$ cat config.mk
export PLATFORM = sky130hd
export DESIGN_NAME = mapper_ctx_switch
export DESIGN_NICKNAME = d
export VERILOG_FILES = /design/src/rtl/mapper_ctx_switch.sv
export SDC_FILE = /design/constraint.sdc
export NUM_CORES = 1
export LEC_CHECK = 0
export ABC_AREA = 1
export BUFFER_PORTS_ARGS = -buffer_cell sky130_fd_sc_hd__clkbuf_2
export CELL_PAD_IN_SITES_DETAIL_PLACEMENT = 1
export CELL_PAD_IN_SITES_GLOBAL_PLACEMENT = 1
export CORE_MARGIN = 2
export CORE_UTILIZATION = 39
export CTS_CLUSTER_DIAMETER = 30
export DETAILED_ROUTE_END_ITERATION = 16
export PLACE_DENSITY = 0.79
export SLEW_MARGIN = 15
export SYNTH_ARGS = -nofsm -noshare
export SYNTH_HDL_FRONTEND = slang
export SYNTH_SLANG_ARGS = --single-unit
$ cat constraint.sdc
create_clock -name clk -period 4.55 [get_ports clk]
set_input_delay 0.2275 -clock clk [delete_from_list [all_inputs] [get_ports clk]]
set_output_delay 0.2275 -clock clk [all_outputs]
set_load 0.005 [all_outputs]
$ cat src/rtl/mapper_ctx_switch.sv
// Hypervisor entry/exit sequencer for the 4510 user map registers (A, X, Y, Z of map set 0).
// On entry it saves the user mapping and loads a fixed hypervisor mapping; on exit it puts the user mapping back.
module mapper_ctx_switch #(
  parameter logic [7:0] HYP_A = 8'h00,
  parameter logic [7:0] HYP_X = 8'h00,
  parameter logic [7:0] HYP_Y = 8'h00,
  parameter logic [7:0] HYP_Z = 8'h3F
) (
  input  logic       clk,
  input  logic       reset_n,
  input  logic       ready,
  input  logic       map_busy,
  input  logic       enter_req,
  input  logic       exit_req,
  input  logic [7:0] rd_data,
  output logic [1:0] rd_sel,
  output logic       wr_en,
  output logic [1:0] wr_sel,
  output logic [7:0] wr_data,
  output logic       busy,
  output logic       done,
  output logic       err,
  output logic       ctx_saved,
  output logic [7:0] shadow_a,
  output logic [7:0] shadow_x,
  output logic [7:0] shadow_y,
  output logic [7:0] shadow_z
);

  typedef enum logic [2:0] {IDLE, SAVE, LOAD, RESTORE, DONE} state_t;

  state_t     state_q, state_d;
  logic [1:0] idx_q;
  logic [7:0] shadow_q [4];
  logic [7:0] hyp_val;
  logic       step;
  logic       last;
  logic       active;
  logic       req_err;

  assign step   = ready & ~map_busy;
  assign last   = step && (idx_q == 2'd0);
  assign active = (state_q == SAVE) || (state_q == LOAD) || (state_q == RESTORE);
  assign busy   = (state_q != IDLE);

  // Register index encoding is 3=A, 2=X, 1=Y, 0=Z throughout.
  assign shadow_a = shadow_q[3];
  assign shadow_x = shadow_q[2];
  assign shadow_y = shadow_q[1];
  assign shadow_z = shadow_q[0];

  always_comb begin
    case (idx_q)
      2'd3:    hyp_val = HYP_A;
      2'd2:    hyp_val = HYP_X;
      2'd1:    hyp_val = HYP_Y;
      default: hyp_val = HYP_Z;
    endcase
  end

  // Enter wins over a simultaneous exit; the exit is dropped without an error.
  assign req_err = (state_q == IDLE) &&
                   ((enter_req && ctx_saved) || (!enter_req && exit_req && !ctx_saved));

  // NOTE: every output of this block gets a default first so no path can infer a latch.
  always_comb begin
    state_d = state_q;
    rd_sel  = 2'd0;
    wr_en   = 1'b0;
    wr_sel  = 2'd0;
    wr_data = 8'h00;
    case (state_q)
      IDLE: begin
        if (enter_req && !ctx_saved)                   state_d = SAVE;
        else if (!enter_req && exit_req && ctx_saved)  state_d = RESTORE;
      end
      SAVE: begin
        rd_sel = idx_q;
        if (last) state_d = LOAD;
      end
      LOAD: begin
        wr_en   = step;
        wr_sel  = idx_q;
        wr_data = hyp_val;
        if (last) state_d = DONE;
      end
      RESTORE: begin
        wr_en   = step;
        wr_sel  = idx_q;
        wr_data = shadow_q[idx_q];
        if (last) state_d = DONE;
      end
      DONE:    state_d = IDLE;
      default: state_d = IDLE;
    endcase
  end

  // NOTE: the four-entry shadow store is reset explicitly so a partial save can never leak out.
  always_ff @(posedge clk or negedge reset_n) begin
    if (!reset_n) begin
      // NOTE: sequential state uses non-blocking assignments only.
      state_q   <= IDLE;
      idx_q     <= 2'd3;
      ctx_saved <= 1'b0;
      done      <= 1'b0;
      err       <= 1'b0;
      for (int i = 0; i < 4; i++) shadow_q[i] <= 8'h00;
    end else begin
      state_q <= state_d;
      done    <= ((state_q == LOAD) || (state_q == RESTORE)) && last;
      err     <= req_err;

      if (state_d != state_q)  idx_q <= 2'd3;
      else if (active && step) idx_q <= idx_q - 2'd1;

      if (state_q == SAVE && step) shadow_q[idx_q] <= rd_data;

      if (state_q == LOAD && last)         ctx_saved <= 1'b1;
      else if (state_q == RESTORE && last) ctx_saved <= 1'b0;
    end
  end

endmodule
==> results.tsv <==
stage	metric	value	unit
floorplan	I/O pins	63	
sta	setup_tns	0	ps
cells_and_area	ANT cells	0	
yosys	Synth cell types	20	
cells_and_area	most frequent cells in the layout	nand2_1, clkbuf_2, dfrtp_1	
job	max_cap viols	0	
placement	Placed Instances	370	
route	total number of vias	1887	
placement	dpl hpwl	4127	um
sta	fin crit period	2609	ps
hold_path	worst hold-check path type	in -> async	
sta	fmax	383.3	MHz
route	drt total wl	5752	um
yosys	Yosys warnings	0	
yosys	Synth Flop Type	dfrtp_1	
yosys	Synth Area per Inst	8.214	um^2
sta	Rel. slew slack	31.62	%
clocking	clock slew at reported path FFs	70	ps
clocking	clock root buffer master	clkbuf_8	
sta	final period utilization	57.34	%
grt	first-pass GRT wire length	9646	um
placement	post-placement setup slack	2287	ps
sta	Clock Skew	6.203	ps
sta	RSZ-0062 raised after global routing	false	
setup_path	crit-path cells	inv_1, ha_1, nand2_1, nand2_1, clkbuf_2	
setup_path	CP Class	reg -> out	
sta	endpoints failing setup	0	
cells_and_area	area grow syn2layout	20.88	%
route	Via density	4.992	
route	DRC violations left	0	
yosys	synthesized area	0.002037	mm^2
grt	Tot GR Track Use	21.08	%
floorplan	core area	0.005075	mm^2
cells_and_area	ratio of cells with drive above 1 in the final layout	28.25	%
setup_path	Worst Setup SP	idx_q[0]$_DFFE_PN1P_	
pwr	PD cells	663.4	mW/mm^2
setup_path	Worst Path Arrival	2380	ps
cells_and_area	NumNets Final	325	
route	drt first-iter violations	78	
setup_path	WP buf/inv	2	
setup_path	slowest cell delay on critical path	750	ps
setup_path	worst endpoint required time	4320	ps
floorplan	Die X	76.27	um
sta	final worst slack	1941	ps
grt	largest net degree at the start of global routing	41	
yosys	post-synthesis cell count	248	
pwr	Peak VDD IR	250.8	uV
setup_path	Critical Path End Type	output port	
clocking	Setup Buffers After CTS	0	
yosys	sequential share of the synthesized area	49.26	%
route	First-pass DRT Iterations	4	
sta	Slew Viols, Final	0	
setup_path	Most common cell on crit path	nand2_1	
yosys	Syn Nets	266	
clocking	# hold bufs at CTS	0	
pwr	Lkg Pwr	1.385	nW
floorplan	die area	0.005817	mm^2
sta	final hold vios	0	
floorplan	DIE HEIGHT	76.27	um
setup_path	Max stage delay cell, worst path	dfstp_2	
placement	Port Buffers	62	
route	post-route ant nets	0	
outcome	status	complete, no violations	
placement	Final GP Congestion	0.7929	
clocking	clock buffer depth	2	
yosys	Yosys reg bits	40	
clocking	clock sink count	40	
yosys	Post-synth EDFFs	0	
floorplan	Rows	26	
clocking	post-CTS sizing	0	
yosys	Synth async-reset ratio	100.0	%
setup_path	R2R Path Start	idx_q[0]$_DFFE_PN1P_	
grt	vias in the first global route	1945	
cells_and_area	Final Instance Count excl. Fillers	378	
cells_and_area	most common cell after layout, fill and taps aside	nand2_1	
sta	Worst Tran Pin Value	1026	ps
clocking	Clock Latency Late Sink	290	ps
clocking	htree depth	2	
grt	antenna violations before repair	0	
floorplan	Initial Util	40.14	%
setup_path	crit-path leading delay family	flip-flops	
setup_path	crit path max fanout	21	
clocking	TritonCTS Buffers	5	
grt	remaining global-route overflow	0	
clocking	CTS tree	done	
setup_path	CP startpoint kind	flop	
route	WL/cell	15.22	um
registers in the layout, indices dropped and copies added, names as in the netlist:
signal     count
shadow_a       8
ctx_saved      1
done           1
state_q        3
shadow_x       8
err            1
idx_q          2
shadow_y       8
shadow_z       8
path summary, 6_finish.rpt:
check                                     endpoint  slack [ps]  cells past startpoint
max                                     wr_data[1]        1940                      5
min                           state_q[0]$_DFF_PN0_         110                      1
max reg2reg                   idx_q[0]$_DFFE_PN1P_        2330                      8
min reg2reg                shadow_y[6]$_DFFE_PN0P_         530                      2
max in group asynchronous  shadow_x[0]$_DFFE_PN0P_        3810                      1
min in group clk                     err$_DFF_PN0_         220                      3
cell families after synthesis:
family	count (synthesis)	share of synthesized area [%]
and+or+nand+nor	132	29.18
AOI/OAI and AO/OA	41	11.67
DFF	40	49.26
buffers and inverters	31	7.432
adders and majority gates	4	2.457
cell usage after synthesis (4+ instances only):
cell type | instances | area, um^2
nand2_1 | 77 | 289.0
dfrtp_1 | 38 | 950.9
nand3_1 | 28 | 140.1
o21ai_1 | 24 | 120.1
inv_1 | 20 | 75.07
nor2_1 | 18 | 67.56
o21ai_2 | 8 | 70.07
nand2_4 | 5 | 56.30
o21ai_0 | 5 | 25.02
buf_2 | 4 | 20.02
buf_6 | 4 | 45.04
ha_1 | 4 | 50.05
power breakdown:
group | total, mW | internal, mW | switching [mW]
Combinational | 0.720 | 0.306 | 0.415
Sequential | 0.651 | 0.497 | 0.154
Clock | 0.262 | 0.139 | 0.123
area by class of cell:
class | instances | area [um^2]
fillers | 671 | 2613
flip-flops and latches | 40 | 1003
multi-input cells | 177 | 882.1
repair buffers | 62 | 310.3
clock buffers | 8 | 100.1
well taps | 70 | 87.58
inverters | 21 | 78.83
metal layers:
| metal | vias to the layer above | track usage [%] | wire length (um) |
|---|---|---|---|
| met4 | 0 | 7.455 | 96 |
| met2 | 51 | 34.42 | 2800 |
| li1 | 918 | - | - |
| met3 | 9 | 3.910 | 262 |
| met5 | - | 0 | 0 |
| met1 | 909 | 28.18 | 2593 |
worst reg2reg max path, cell delays in order, from the launching register on:
cell     delay (ps)
dfstp_2         750
inv_1           400
ha_1            410
nand3_1         190
nor2_1           90
nor2_1           90
nand2_1          60
inv_1            70
nand3_1          80
metrics by stage:
step | util, % | total power [mW] | cell area, um^2 | hold slack, ps
after CTS | 48.52 | 1.655 | 2462 | 145.2
after detailed placement | 46.55 | 1.383 | 2362 | 460.8
after global routing | 48.52 | 1.777 | 2462 | 175.0
after floorplan | - | 1.062 | 2037 | -68.09
after global placement | 46.55 | 1.349 | 2362 | 447.8
final | 48.52 | 1.634 | 2462 | 105.6
Note: power is estimated with default switching activity, not from simulation.
